==> src/rtl/mips_ctrl_pkg.sv <==
// Shared encodings for the pipeline hazard controller: forwarding mux selects
// and the memory-freeze FSM state type.
package mips_ctrl_pkg;

    localparam logic [1:0] FWD_REG   = 2'b00;
    localparam logic [1:0] FWD_EXMEM = 2'b10;
    localparam logic [1:0] FWD_MEMWB = 2'b01;

    typedef enum logic {
        S_RUN  = 1'b0,
        S_WAIT = 1'b1
    } hz_state_e;

endpackage

==> src/rtl/fwd_unit.sv <==
// EX-stage operand forwarding select for one source register.
// The younger EX/MEM result wins over MEM/WB, and register 0 never forwards.
module fwd_unit
    import mips_ctrl_pkg::*;
(
    input  logic [4:0] i_ex_src,
    input  logic       i_mem_reg_write,
    input  logic [4:0] i_mem_wb_dest,
    input  logic       i_wb_reg_write,
    input  logic [4:0] i_wb_dest,
    output logic [1:0] o_sel
);

    logic w_hit_mem;
    logic w_hit_wb;

    assign w_hit_mem = i_mem_reg_write && (i_mem_wb_dest != 5'd0) && (i_mem_wb_dest == i_ex_src);
    assign w_hit_wb  = i_wb_reg_write && (i_wb_dest != 5'd0) && (i_wb_dest == i_ex_src);

    always_comb begin
        o_sel = FWD_REG;
        if (w_hit_mem) begin
            o_sel = FWD_EXMEM;
        end else if (w_hit_wb) begin
            o_sel = FWD_MEMWB;
        end
    end

endmodule

==> src/rtl/pipeline_hazard_ctrl.sv <==
// Stall/flush/forwarding scheduler for the 5-stage pipeline: memory freeze FSM,
// branch flush, load-use bubble, operand forwarding and saturating event counters.
module pipeline_hazard_ctrl
    import mips_ctrl_pkg::*;
#(
    parameter int MEM_LAT = 2,
    parameter int CNT_W   = 32
) (
    input  logic             clk,
    input  logic             rst,
    input  logic [4:0]       id_rs,
    input  logic [4:0]       id_rt,
    input  logic             id_uses_rt,
    input  logic [4:0]       ex_rs,
    input  logic [4:0]       ex_rt,
    input  logic             ex_mem_read,
    input  logic [4:0]       ex_wb_dest,
    input  logic             mem_reg_write,
    input  logic [4:0]       mem_wb_dest,
    input  logic             mem_access,
    input  logic             mem_pcsrc,
    input  logic             wb_reg_write,
    input  logic [4:0]       wb_dest,
    output logic             pc_write,
    output logic             if_id_write,
    output logic             if_id_flush,
    output logic             id_ex_write,
    output logic             id_ex_bubble,
    output logic             ex_mem_write,
    output logic             ex_mem_flush,
    output logic             mem_wb_write,
    output logic [1:0]       fwd_a,
    output logic [1:0]       fwd_b,
    output logic             busy,
    output logic [CNT_W-1:0] stall_cycles,
    output logic [CNT_W-1:0] flush_events
);

    localparam bit HAS_FREEZE = (MEM_LAT > 1);
    localparam int WCW        = (MEM_LAT > 2) ? $clog2(MEM_LAT) : 1;
    localparam int WLOAD_INT  = (MEM_LAT > 1) ? (MEM_LAT - 2) : 0;
    localparam logic [WCW-1:0] WLOAD = WCW'(WLOAD_INT);

    hz_state_e        r_state;
    hz_state_e        w_state_nxt;
    logic [WCW-1:0]   r_wait_cnt;
    logic [WCW-1:0]   w_wait_nxt;
    logic [CNT_W-1:0] r_stall_cnt;
    logic [CNT_W-1:0] r_flush_cnt;

    logic       w_freeze;
    logic       w_load_use;
    logic       w_stall_evt;
    logic       w_flush_evt;
    logic [1:0] w_fwd_a;
    logic [1:0] w_fwd_b;

    // The first frozen cycle is spent in RUN, so WAIT only needs MEM_LAT-2 more
    // frozen cycles plus one release cycle that ignores mem_access.
    always_comb begin
        w_state_nxt = r_state;
        w_wait_nxt  = r_wait_cnt;
        w_freeze    = 1'b0;
        if (!rst) begin
            case (r_state)
                S_RUN: begin
                    if (HAS_FREEZE && mem_access) begin
                        w_freeze    = 1'b1;
                        w_wait_nxt  = WLOAD;
                        w_state_nxt = S_WAIT;
                    end
                end
                S_WAIT: begin
                    if (r_wait_cnt != '0) begin
                        w_freeze   = 1'b1;
                        w_wait_nxt = r_wait_cnt - 1'b1;
                    end else begin
                        w_state_nxt = S_RUN;
                    end
                end
                default: begin
                    w_state_nxt = S_RUN;
                    w_wait_nxt  = '0;
                end
            endcase
        end
    end

    always_ff @(posedge clk) begin
        if (rst) begin
            r_state    <= S_RUN;
            r_wait_cnt <= '0;
        end else begin
            r_state    <= w_state_nxt;
            r_wait_cnt <= w_wait_nxt;
        end
    end

    assign w_load_use = ex_mem_read && (ex_wb_dest != 5'd0) &&
                        ((ex_wb_dest == id_rs) || (id_uses_rt && (ex_wb_dest == id_rt)));

    always_comb begin
        pc_write     = 1'b1;
        if_id_write  = 1'b1;
        if_id_flush  = 1'b0;
        id_ex_write  = 1'b1;
        id_ex_bubble = 1'b0;
        ex_mem_write = 1'b1;
        ex_mem_flush = 1'b0;
        mem_wb_write = 1'b1;
        if (rst) begin
            pc_write     = 1'b0;
            if_id_write  = 1'b0;
            id_ex_write  = 1'b0;
            ex_mem_write = 1'b0;
            mem_wb_write = 1'b0;
            if_id_flush  = 1'b1;
            id_ex_bubble = 1'b1;
            ex_mem_flush = 1'b1;
        end else if (w_freeze) begin
            pc_write     = 1'b0;
            if_id_write  = 1'b0;
            id_ex_write  = 1'b0;
            ex_mem_write = 1'b0;
            mem_wb_write = 1'b0;
        end else if (mem_pcsrc) begin
            if_id_flush  = 1'b1;
            id_ex_bubble = 1'b1;
            ex_mem_flush = 1'b1;
        end else if (w_load_use) begin
            pc_write     = 1'b0;
            if_id_write  = 1'b0;
            id_ex_bubble = 1'b1;
        end
    end

    assign busy = w_freeze;

    fwd_unit u_fwd_a (
        .i_ex_src        (ex_rs),
        .i_mem_reg_write (mem_reg_write),
        .i_mem_wb_dest   (mem_wb_dest),
        .i_wb_reg_write  (wb_reg_write),
        .i_wb_dest       (wb_dest),
        .o_sel           (w_fwd_a)
    );

    fwd_unit u_fwd_b (
        .i_ex_src        (ex_rt),
        .i_mem_reg_write (mem_reg_write),
        .i_mem_wb_dest   (mem_wb_dest),
        .i_wb_reg_write  (wb_reg_write),
        .i_wb_dest       (wb_dest),
        .o_sel           (w_fwd_b)
    );

    assign fwd_a = rst ? FWD_REG : w_fwd_a;
    assign fwd_b = rst ? FWD_REG : w_fwd_b;

    assign w_stall_evt = !rst && (w_freeze || (!mem_pcsrc && w_load_use));
    assign w_flush_evt = !rst && !w_freeze && mem_pcsrc;

    always_ff @(posedge clk) begin
        if (rst) begin
            r_stall_cnt <= '0;
            r_flush_cnt <= '0;
        end else begin
            if (w_stall_evt && (r_stall_cnt != '1)) begin
                r_stall_cnt <= r_stall_cnt + 1'b1;
            end
            if (w_flush_evt && (r_flush_cnt != '1)) begin
                r_flush_cnt <= r_flush_cnt + 1'b1;
            end
        end
    end

    assign stall_cycles = r_stall_cnt;
    assign flush_events = r_flush_cnt;

endmodule

==> config.mk <==
export PLATFORM = sky130hd
export DESIGN_NAME = pipeline_hazard_ctrl
export DESIGN_NICKNAME = d
export VERILOG_FILES = /design/src/rtl/mips_ctrl_pkg.sv /design/src/rtl/fwd_unit.sv /design/src/rtl/pipeline_hazard_ctrl.sv
export SDC_FILE = /design/constraint.sdc
export NUM_CORES = 1
export LEC_CHECK = 0
export BUFFER_PORTS_ARGS = -buffer_cell sky130_fd_sc_hd__buf_2
export CORE_MARGIN = 3
export CORE_UTILIZATION = 35
export DETAILED_ROUTE_END_ITERATION = 10
export PLACE_DENSITY = 0.66
export SYNTH_ARGS = -nofsm -noshare
export SYNTH_HDL_FRONTEND = slang
export SYNTH_HIERARCHICAL = 1
export SYNTH_SLANG_ARGS = --single-unit
==> constraint.sdc <==
create_clock -name clk -period 2.15 [get_ports clk]
set_input_delay 0.215 -clock clk [delete_from_list [all_inputs] [get_ports clk]]
set_output_delay 0.215 -clock clk [all_outputs]
set_load 0.02 [all_outputs]
==> results, run 1 <==
- The run finished with clean final reports.
- The sequential cell area in the final layout is 0.00130 sq mm.
- The number of setup violations in the final report is 0.
- Headroom to the max-slew limit came out at 49.9%.
- The first global-routing pass estimated 19400 um of wire.
- The total number of placement rows is 38.
- The area taken by multi-input logic gates is ~0.0025 sq mm.
- The via count of the first global-routing pass came to 4126.
- The count of final max-slew check failures is 0.
- The sequential-to-total area share from yosys stat is 33.2%.
- The capture instance of the worst register-to-register path is stall_cycles[22].
- In this run, post-CTS hold repair placed 0 buffers.
- Data arrives at the worst endpoint at around 2400 ps.
- The cell-internal power is roughly 1800 uW.
- Using the TritonRoute via totals, the vias-per-cell ratio works out to 5.36.
- In this run, synthesis inferred 0 flip-flops with an integrated enable.
- The required time of the critical path is 2430 ps.
- For this design, the slowest cell found on the critical path is sky130_fd_sc_hd__or3_2.
- The placement-stage worst setup slack is around 22 ps.
- Setup repair after global routing could not meet its margin everywhere.
- The fmax is approximately 0.48 GHz.
- The final hold violation count is 0.
- The net count after synthesis is 526.
- The cell area after synthesis is 0.00393 sq mm.
- The number of warnings printed during yosys synthesis is 6.
- The flip-flop and latch count after synthesis is 65.
- Clock-pin slew was measured on the worst setup and hold paths at 70 ps.
- The pin count of the biggest net entering global routing is 71.
- The routed length per placed instance is 14.8 um.
- The library cell used as clock root buffer is sky130_fd_sc_hd__clkbuf_8.
- For this run, the detailed router's first-pass iteration total came to 5.
- Across the VDD grid, the largest voltage drop is 348 uV.
- Once placement completed, the tool counted placed cells totaling 786.
- The ratio of total power to cell area is 467 mW/mm^2.
- For the pin with the worst max-slew slack, the measured transition is 752 ps.
- Counting distinct cell types in the post-synthesis netlist gives 51.
- Counting along the longest clock path gives a buffer depth of 2.
- For this run, the post-layout net count is 703.
- The number of clock sinks is 65.
- The top cell type by area accounts for 33.2% of the synthesized area.
- Counting I/O delays and the setup requirement, the final critical path takes around 2100 ps.
- After detailed routing, the number of remaining DRC violations is 0.
- Once detail routing completed, the nets flagged for antenna violations numbered 0.
- The number of buffers created by CTS is 9.
- The count of input and output buffers is roughly 120.
- The die outline height is approximately 110 um.
- The number of antenna violations at the first check in global routing is 0.
- The most critical setup path has its startpoint at stall_cycles[11].
- The final critical-path share of the clock period is approximately 100%.
- The tightest min-delay check is of the input port to register type.
- The die is around 110 um wide.
- In the post-synthesis netlist, the biggest area contributors are sky130_fd_sc_hd__dfxtp_1, sky130_fd_sc_hd__xnor2_1, sky130_fd_sc_hd__xor2_1.
- The worst reg-to-reg setup slack is 50 ps.
- The average size of a mapped cell is 8.16 sq um.
- By count the netlist is led by sky130_fd_sc_hd__dfxtp_1, sky130_fd_sc_hd__nor2_1, sky130_fd_sc_hd__nand3_1, sky130_fd_sc_hd__xnor2_1, sky130_fd_sc_hd__a21oi_1.
- Per report_power, the clock group accounts for 39.6% of the total.
- Wires add up to approximately 12000 um.
- TritonCTS built the clock tree.
- The signal on the critical path passes through and4_4 -> and4_4 -> nand4b_4 -> or3_2 -> or3_1 -> a21oi_1.
- The repair_antennas step left the layout with diodes totalling 0.
- Max-cap violations in this run came to 0.
- In this run the critical register-to-register path is launched from stall_cycles[11].
- In this run the worst setup path terminates at stall_cycles[22].
- The post-route clock skew is 8.55 ps.
- 120 I/O pins were placed.
- Among all cell types in the netlist, the one instantiated most often is sky130_fd_sc_hd__dfxtp_1.
- The remaining global-route overflow is 0.
- The share of post-route cells with drive strength above 1 is 37.3%.
- The flip-flop cell with the highest count after synthesis is sky130_fd_sc_hd__dfxtp_1.
- Global routing used a little under a fifth of the available tracks.
- The sort of element at the start of the critical path is a register.
- Summed over all nets, the half-perimeter wirelength after detailed placement is 9030 um.
- The switching power summed over all nets is 673 uW.
- After layout, the worst setup slack is around 50 ps.
- The layout has 1064 filler cells.
- Of all flip-flops after synthesis, the portion carrying an async set or reset was 0%.
- The type of the setup path with the least slack is register to register.
- Measured in cells, the most critical reg-to-reg path has a length of 6.
- The full die area is 0.0125 sq mm.
- The core region is 0.0109 sq mm.
- The leakage power total is 0.00222 uW.
- In this run, the number of DRC markers left after iteration 0 of detailed routing was around 220.
- The stage delay of the slowest cell on the critical path is 510 ps.
- The most prevalent standard cell on the critical path is sky130_fd_sc_hd__and4_4.
- For this configuration, the core starts out at a cell density of 36.0%.
- The share of power burned in registers is roughly half.
- The final standard cell count with taps included and fillers excluded is 802.
- The cell taking the most area after synthesis is sky130_fd_sc_hd__dfxtp_1.
- The area growth from synthesis to layout is 36.9%.
- The H-tree was split into 3 levels.
- The share of total power consumed by net switching is between 20% and 30%.
- Combinational cells account for 12.1% of the total power.
- At the end of routability-driven placement, the weighted congestion stood at approximately 0.86.
- The total number of vias is 4301.
- In this run the worst path has a maximum fanout of 8.
- The worst setup path is captured at a register.
- The post-synthesis instance total is 481.
- The later-pin clock latency in the skew report is around 350 ps.
power by group through the flow:
stage | clock network, uW | logic, uW | registers [uW]
detailed placement | 0 | 298 | 1240
floorplan | 0 | 159 | 1250
global route | 1050 | 331 | 1210
global placement | 0 | 288 | 1240
CTS | 1010 | 300 | 1210
finish | 992 | 303 | 1210
registers in the layout, indices dropped and copies added, names as in the netlist:
register and cells:
flush_events 32, stall_cycles 32, r_state 1
placed cells by master (no fill, tap or decap), types with 3 or more instances in the layout:
master / count
sky130_fd_sc_hd__inv_1: 6
sky130_fd_sc_hd__mux2_2: 9
sky130_fd_sc_hd__and3_2: 3
sky130_fd_sc_hd__a211oi_1: 4
sky130_fd_sc_hd__nor2_1: 47
sky130_fd_sc_hd__nor4_1: 12
sky130_fd_sc_hd__and2_1: 3
sky130_fd_sc_hd__nand3_1: 32
sky130_fd_sc_hd__and4_4: 3
sky130_fd_sc_hd__nand4_1: 22
sky130_fd_sc_hd__or4_1: 14
sky130_fd_sc_hd__o21ai_0: 14
sky130_fd_sc_hd__dfxtp_1: 65
sky130_fd_sc_hd__and4_1: 5
sky130_fd_sc_hd__a21oi_1: 28
sky130_fd_sc_hd__xor2_1: 22
sky130_fd_sc_hd__o31ai_1: 11
sky130_fd_sc_hd__buf_4: 71
sky130_fd_sc_hd__xnor2_1: 30
sky130_fd_sc_hd__and3_1: 10
sky130_fd_sc_hd__nor2b_1: 14
sky130_fd_sc_hd__or3_1: 13
sky130_fd_sc_hd__clkbuf_8: 12
sky130_fd_sc_hd__buf_2: 119
sky130_fd_sc_hd__nand2_1: 25
sky130_fd_sc_hd__nor3_1: 23
critical path: cells and delay by family, from the launching register on:
family	cells	cell delay, ps
simple gates	5	1470
compound gates	1	160
flops	1	390
stage by stage:
stage / TNS (ps) / total power [uW] / hold slack, ps / cell area, sq um / utilization (%)
global placement: 0 / 1530 / 466 / 5120 / 47.0
global route: -165 / 2600 / 244 / 5370 / 49.3
CTS: 0 / 2520 / 221 / 5300 / 48.7
floorplan: 0 / 1410 / 410 / 3930 / -
finish: 0 / 2510 / 219 / 5370 / 49.3
detailed placement: 0 / 1540 / 481 / 5120 / 47.0
timing repair:
item                                    4_1_cts  5_1_grt
endpoints found under the hold margin         0        0
gates resized for setup                       0       14
buffers inserted                              0        1
endpoints found under the setup margin        0       30
logic make-up (layout without fill, tap and decap cells):
kind of cell / Yosys count / after routing / share of synthesized area [%]
AOI/OAI and AO/OA: 69 / 69 / 11.2
adders and majority gates: 2 / 2 / 0.637
muxes: 10 / 10 / 2.84
DFF: 65 / 65 / 33.2
buffers and inverters: 31 / 212 / 3.89
xor gates and xnor gates: 52 / 52 / 11.6
and+or+nand+nor: 252 / 252 / 36.7
layer usage:
layer	GRT usage (%)	vias up	part of all wire, %
met5	0	-	0
met4	5.60	0	1.3
met3	4.73	17	6.5
met2	32.1	133	49
met1	22.8	2026	43
li1	-	2125	-
worst min path at each step:
stage,start,endpoint,slack [ps],cells past startpoint
4_1_cts,rst,r_state,220,3
3_3_place_gp,stall_cycles[8],stall_cycles[8],470,2
2_1_floorplan,rst,stall_cycles[4],410,2
3_5_place_dp,stall_cycles[8],stall_cycles[8],480,2
5_1_grt,rst,r_state,240,3
6_report,rst,r_state,220,3
area by class of cell:
type                    count  share of cell area (%)
repair buffers            191                    21.4
flip-flops and latches     65                    24.2
clock buffers              13                    3.14
well taps                 140                    3.26
multi-input cells         385                    47.3
clock inverters             2                   0.233
inverters                   6                   0.419
Power figures use the tool's default switching activity.
==> run 2, diff against run 1 <==
--- a/config.mk
+++ b/config.mk
@@ -6,10 +6,10 @@
 export NUM_CORES = 1
 export LEC_CHECK = 0
 export BUFFER_PORTS_ARGS = -buffer_cell sky130_fd_sc_hd__buf_2
-export CORE_MARGIN = 3
 export CORE_UTILIZATION = 35
 export DETAILED_ROUTE_END_ITERATION = 10
 export PLACE_DENSITY = 0.66
+export RECOVER_POWER = 25
 export SYNTH_ARGS = -nofsm -noshare
 export SYNTH_HDL_FRONTEND = slang
 export SYNTH_HIERARCHICAL = 1
==> run 2 against run 1 <==
Worst setup slack gained 52 ps. Clock-buffer cell count is the same. Sequential share of layout area grew 0.52 points. First-iteration DRC count grew 10%. Sequential cell count is the same. Fmax grew 2.5%. Design area shrank 2.1%. Combinational power shrank 2%. Highest routed layer unchanged. Clock skew grew 2.1 ps. Non-clock buffer count shrank 7. Global-route usage grew 2.2 points. Critical path depth is the same.
==> results, run 2 (synthesis results as in run 1) <==
- The run finished with clean final reports.
- Counting the buffers created by CTS gives 9.
- In the global route stage, met1 resource usage came out at 24.7%.
- After detailed routing, the number of remaining DRC violations is 0.
- The switching power summed over all nets is 657 uW.
- The core area is 0.0109 sq mm.
- The worst hold path cell count is 4.
- The library cell used most frequently in the layout, excluding fill and tap cells, is sky130_fd_sc_hd__buf_2.
- The number of cells on the worst reg-to-reg path is 6.
- The final period demand of the worst path is 2050 ps.
- The completed layout was analyzed and its total power is 2550 uW.
- During I/O placement, the number of pins put on the boundary was 120.
- Net switching is 25.8% of the power.
- The path with the worst hold slack has its endpoint at stall_cycles[4].
- The number of setup buffers added after CTS is 0.
- For this configuration, the core starts out at a cell density of 36.0%.
- Prior to clock tree synthesis, the placed netlist has a worst setup slack of 32.3 ps.
- At the later pin of the worst-skew pair, clock insertion delay measures 350 ps.
- The met3 routing resource usage after global routing is between 6 and 7%.
- The smallest setup slack after layout is 101 ps.
- The endpoint class of the critical path is a register.
- The count of final max-slew check failures was 0.
- The capture instance of the worst register-to-register path is stall_cycles[22].
- Dividing total power by cell area gives a power density of 484 mW/mm^2.
- The number of gates resized after CTS was 0.
- After detailed routing, the total wire length is around 11000 um.
- The filler cell count is between 1000 and 1500.
- The remaining global-route overflow is 0.
- The worst reg2reg path startpoint is stall_cycles[12].
- The number of clock sinks is 65.
- The clock-pin slew of the registers on the worst-case setup and hold paths is 70 ps.
- The top cell types in the final layout, fill and taps aside, are sky130_fd_sc_hd__buf_2, sky130_fd_sc_hd__dfxtp_1, sky130_fd_sc_hd__buf_4.
- The via count of the first global-routing pass is roughly 4100.
- The total number of placement rows is 38.
- The startpoint of the lowest-slack hold path is rst.
- The die width is 108 um.
- The final hold violation count is 0.
- The fmax is 0.488 GHz.
- The routed length per placed instance is 14.4 um.
- The CTS tree is done.
- The weighted congestion reported at the end of routability-driven placement is 0.884.
- The maximum fanout along the worst path is 7.
- The first global-routing pass estimated between 15000 and 20000 um of wire.
- Across the run, the number of max-cap violations was 0.
- STA classifies the critical path startpoint as a register.
- The share of post-route cells with drive strength above 1 is roughly 30%.
- The worst hold path belongs to the class input port to register.
- The met2 demand-to-capacity share in global routing is ~36%.
- The number of setup violations in the final report is 0.
- The net count reported at finish is 696.
- The total iterations of the first detailed-routing run is 4.
- The number of antenna diodes in the final layout is 0.
- In this run the tightest slew margin relative to its limit is about 60%.
- The required time of the critical path is around 2400 ps.
- The worst voltage drop across the vdd grid is between 200 and 300 uV.
- The fraction of power consumed by combinational cells is 11.6%.
- The longest clock path from root to sink contains 2 buffers.
- The via density per instance is 5.34.
- The full die area is 0.0116 sq mm.
- The number of hold buffers added after CTS is 0.
- The die outline height is between 100 and 150 um.
- The clock network burns 40.8% of the power.
- The final critical-path share of the clock period is 95.3%.
- The library cell used as clock root buffer is sky130_fd_sc_hd__clkbuf_8.
- In the global route stage, overall resource usage came out at about a fifth.
- Hold is met by 287 ps.
- For this run, the share of the core covered by cells in the final layout is 48.3%.
- The signal arrival time at the worst endpoint is 2340 ps.
- The number of nets still failing antenna checks after routing is 0.
- The estimated wirelength of the detail-placed design is roughly 8700 um.
- The setup check on the worst reg-to-reg path leaves a slack of 100 ps.
- The cell-internal power is 1890 uW.
- The post-route clock skew is around 11 ps.
- In the final timing run, aggregate negative setup slack is 0 ps.
- At the pin with the least slew margin, the transition time is 601 ps.
- The number of antenna violations at the first check in global routing is 0.
- The share of power burned in registers is 47.6%.
- The count of input and output buffers is 119.
- Compared with the post-synthesis result, the final layout area differs by 34.0%.
- In this run the number of H-tree levels came out at 3.
- The type of the setup path with the least slack is register to register.
- The leakage power total is 0.00204 uW.
- For this block, the initial DRC count from the detailed router was 247.
- The pin count of the biggest net entering global routing is 57.
- The layer flagged by global routing as most heavily used is met2.
- The routed layout has around 4300 vias.
## run 2: power by group through the flow
stage | Clock, uW | Combinational (uW) | Sequential [uW]
6_report | 1040 | 296 | 1210
5_1_grt | 1130 | 324 | 1210
4_1_cts | 1070 | 297 | 1210
3_5_place_dp | 0 | 296 | 1240
3_3_place_gp | 0 | 287 | 1240
2_1_floorplan | 0 | 159 | 1250
## run 2: routing by layer
| metal | share of wire, % | up-vias | routed length, um |
|---|---|---|---|
| met4 | 0.98 | 0 | 112 |
| met3 | 6.9 | 11 | 794 |
| li1 | - | 2114 | - |
| met5 | 0 | - | 0 |
| met2 | 49 | 117 | 5630 |
| met1 | 43 | 2012 | 4900 |
## run 2: final cells by class
| cell class | count | area, sq um | area share [%] |
|---|---|---|---|
| Inverter | 6 | 22.5 | 0.428 |
| Tap cell | 140 | 175 | 3.33 |
| Timing Repair Buffer | 184 | 1050 | 20.0 |
| Multi-Input combinational cell | 385 | 2520 | 47.9 |
| Clock inverter | 3 | 40.0 | 0.761 |
| Sequential cell | 65 | 1300 | 24.7 |
| Clock buffer | 13 | 149 | 2.83 |
## run 2: worst max-delay path, cell delays in order (launching register included)
cell,delay (ps)
sky130_fd_sc_hd__dfxtp_1,380
sky130_fd_sc_hd__and4_4,240
sky130_fd_sc_hd__and4_4,260
sky130_fd_sc_hd__nand4b_4,150
sky130_fd_sc_hd__or3_2,500
sky130_fd_sc_hd__or3_1,310
sky130_fd_sc_hd__a21oi_1,140
## run 2: worst max path at each step
stage                                start  slack, ps               end
after CTS                 stall_cycles[12]         50  stall_cycles[22]
final                     stall_cycles[12]        100  stall_cycles[22]
after floorplan            flush_events[0]         10  flush_events[14]
after global placement       ex_wb_dest[3]         90  stall_cycles[28]
after global routing      flush_events[12]         -7  flush_events[23]
after detailed placement     ex_wb_dest[3]         30   stall_cycles[3]
## run 2: through the flow
| step | cells | instance area, sq um |
|---|---|---|
| final | 796 | 5260 |
| after global routing | 796 | 5260 |
| after CTS | 796 | 5260 |
| after detailed placement | 780 | 5070 |
| after global placement | 780 | 5070 |
| after floorplan | 481 | 3930 |
==> run 3, diff against run 2 <==
--- a/config.mk
+++ b/config.mk
@@ -10,6 +10,7 @@
 export DETAILED_ROUTE_END_ITERATION = 10
 export PLACE_DENSITY = 0.66
 export RECOVER_POWER = 25
+export REMOVE_ABC_BUFFERS = 1
 export SYNTH_ARGS = -nofsm -noshare
 export SYNTH_HDL_FRONTEND = slang
 export SYNTH_HIERARCHICAL = 1
==> run 3 against run 2 <==
Clock skew decreased by 6.0 ps. Clock-buffer cell count unchanged. Utilization is 0.72 points higher. Die area is the same. Cell count is 1.5% higher. Hold slack got worse by 28 ps. Fmax down 2.2%. Combinational power rose by 5%. Sequential share of layout area fell by 0.34 points. Critical endpoint is now flush_events[13]. Highest routed layer unchanged.
==> results, run 3 (synthesis results as in run 1) <==
- The tightest min-delay check is of the input port to register type.
- The number of buffers created by CTS is 9.
- The routed length per placed instance is roughly 14 um.
- Setup total negative slack on the finished layout was measured at 0 ps.
- The final hold violation count was 0.
- The via count of the first global-routing pass is 3968.
- The CTS tree is done.
- The critical path is of the register to register type.
- The total number of placement rows is 38.
- The sum of buffers and inverters on the critical path is 0.
- At the end of routability-driven placement, the weighted congestion stood at between 0.8 and 0.9.
- The family of cells with the greatest summed delay on the critical path is simple AND/OR/NAND/NOR gates.
- The library cell used most frequently in the layout, excluding fill and tap cells, is sky130_fd_sc_hd__buf_2.
- The remaining global-route overflow is 0.
- The worst voltage drop across the vdd grid is 302 uV.
- Across the routed clock network, the largest skew measured is 4.66 ps.
- The total number of vias is 4277.
- The placement-stage worst setup slack is 14.9 ps.
- The ratio of total power to cell area is 481 mW/mm^2.
- On the worst path, the slowest cell contributes a delay of 720 ps.
- The fmax is roughly 0.48 GHz.
- Hold repair after CTS inserted 0 buffers.
- The detailed router's first-iteration violation count is around 180.
- 120 I/O pins were placed.
- The transition time at the pin with the least slew margin is roughly 760 ps.
- CTS built an H-tree with a depth of 3.
- The core region is 0.0109 sq mm.
- The signal arrival time at the worst endpoint is 2310 ps.
- For this run, design rule violations remaining after detail routing come to 0.
- The total iterations of the first detailed-routing run is 4.
- In this run the remaining antenna-violating nets after routing total 0.
- Leaving out fill and tap cells, the most frequent cells in the layout are sky130_fd_sc_hd__buf_2, sky130_fd_sc_hd__buf_4, sky130_fd_sc_hd__dfxtp_1.
- The library cell used as clock root buffer is sky130_fd_sc_hd__clkbuf_8.
- Setup violations remaining at the end of the flow were counted as 0.
- The smallest setup slack after layout is 55.4 ps.
- Traced cell by cell, the critical path runs through nand4_1 -> nor4_1 -> or4b_2 -> nand3_1 -> xor2_1 -> nor2_1.
- The via density per instance is between 5 and 6.
- At the worst endpoint, the required time is 2360 ps.
- The estimated wirelength of the detail-placed design is 8970 um.
- The layout overhead on the synthesized area is 36.0%.
- The worst setup path is captured at a register.
- The sum of routed wire length over all layers is 11700 um.
- Final hold analysis gives a worst-case slack of approximately 260 ps.
- The count of final max-slew check failures is 0.
- In this run the vertical extent of the chip is ~110 um.
- The later-pin clock latency in the skew report is 360 ps.
- Across the run, the number of max-cap violations was 0.
- In the final layout, the share of cells above drive strength 1 is 31.9%.
- Measured along the x axis, the die boundary spans 108 um.
- In this run the post-CTS setup repair buffer count came out at 0.
- The final design utilization is between 40% and 50%.
- The pin count of the biggest net entering global routing is 70.
- Buffers placed on the I/O ports in this run total 119.
- Of all nets on the critical path, the largest fanout is 6.
- The leakage power total is 0.00209 uW.
- Clock-pin slew was measured on the worst setup and hold paths at 70 ps.
- The relative max-transition margin is 49.6%.
- The first-pass GRT wire length is 18600 um.
- STA classifies the critical path startpoint as a register.
- The initial standard-cell utilization of the core is 36.0%.
- The number of clock sinks is 65.
- The cell with the largest stage delay on the worst path is sky130_fd_sc_hd__or4b_2.
- The number of antenna violations at the first check in global routing is 1.
- The floorplan step defined a die boundary enclosing approximately 0.012 sq mm.
- Setup repair after global routing could not meet its margin everywhere.
- The flow ran to the end, and the final reports show no timing, DRC or antenna violations.
- The clock period could shrink to 2090 ps.
- The total routing usage reported by global routing is 20.4%.
- In this run the deepest clock path goes through 2 buffers.
- The net count reported at finish is 707.
- Of the available clock period, the critical path in the final layout requires 97.4%.
[run 3: changes by cell type in the layout (fill, tap and decap cells not counted), sizes merged]
cell    change
buf        +13
clkbuf      -2
diode       +1
[run 3: tightest hold or removal path, cell delays in order]
cell                       delay [ps]
sky130_fd_sc_hd__buf_2            100
sky130_fd_sc_hd__nand2b_1         150
sky130_fd_sc_hd__nor2_1            90
[run 3: stage by stage]
stage	area, sq um	power, uW	cells
2_1_floorplan	3790	1370	456
3_3_place_gp	5140	1540	791
3_5_place_dp	5140	1550	791
4_1_cts	5330	2590	807
5_1_grt	5340	2680	808
6_report	5340	2570	808
[run 3: path summary, 6_finish.rpt]
check | startpoint | end | slack (ps) | depth (start not counted)
max reg2reg | flush_events[25] | flush_events[13] | 60 | 6
min | mem_access | r_state | 260 | 3
min reg2reg | stall_cycles[12] | stall_cycles[12] | 500 | 2
max | flush_events[25] | flush_events[13] | 60 | 6
[run 3: final cells by class]
cell class	count	area [sq um]
Antenna cell	1	2.50
Clock inverter	3	40.0
Multi-Input combinational cell	385	2520
Clock buffer	13	149
Inverter	6	22.5
Fill cell	1076	5550
Timing Repair Buffer	195	1130
Tap cell	140	175
Sequential cell	65	1300
[run 3: metal layers]
layer | up-vias | GRT usage [%] | share of wire (%)
met5 | - | 0 | 0
met4 | 0 | 6.36 | 1.4
met1 | 2007 | 25.3 | 45
met2 | 120 | 34.3 | 49
met3 | 12 | 5.27 | 5.1
li1 | 2138 | - | -
[run 3: power by group]
group,internal [uW],leakage [uW],switching [uW],total [uW]
clock network,565,0.0000974,478,1040
registers,1210,0.000524,2.90,1210
logic,122,0.00147,188,311
total,1900,0.00209,669,2570
[run 3: timing repair]
| action | CTS | global route |
|---|---|---|
| gates resized for setup | 0 | 8 |
| setup endpoints to repair | 0 | 19 |
| hold endpoints to repair | 0 | 0 |
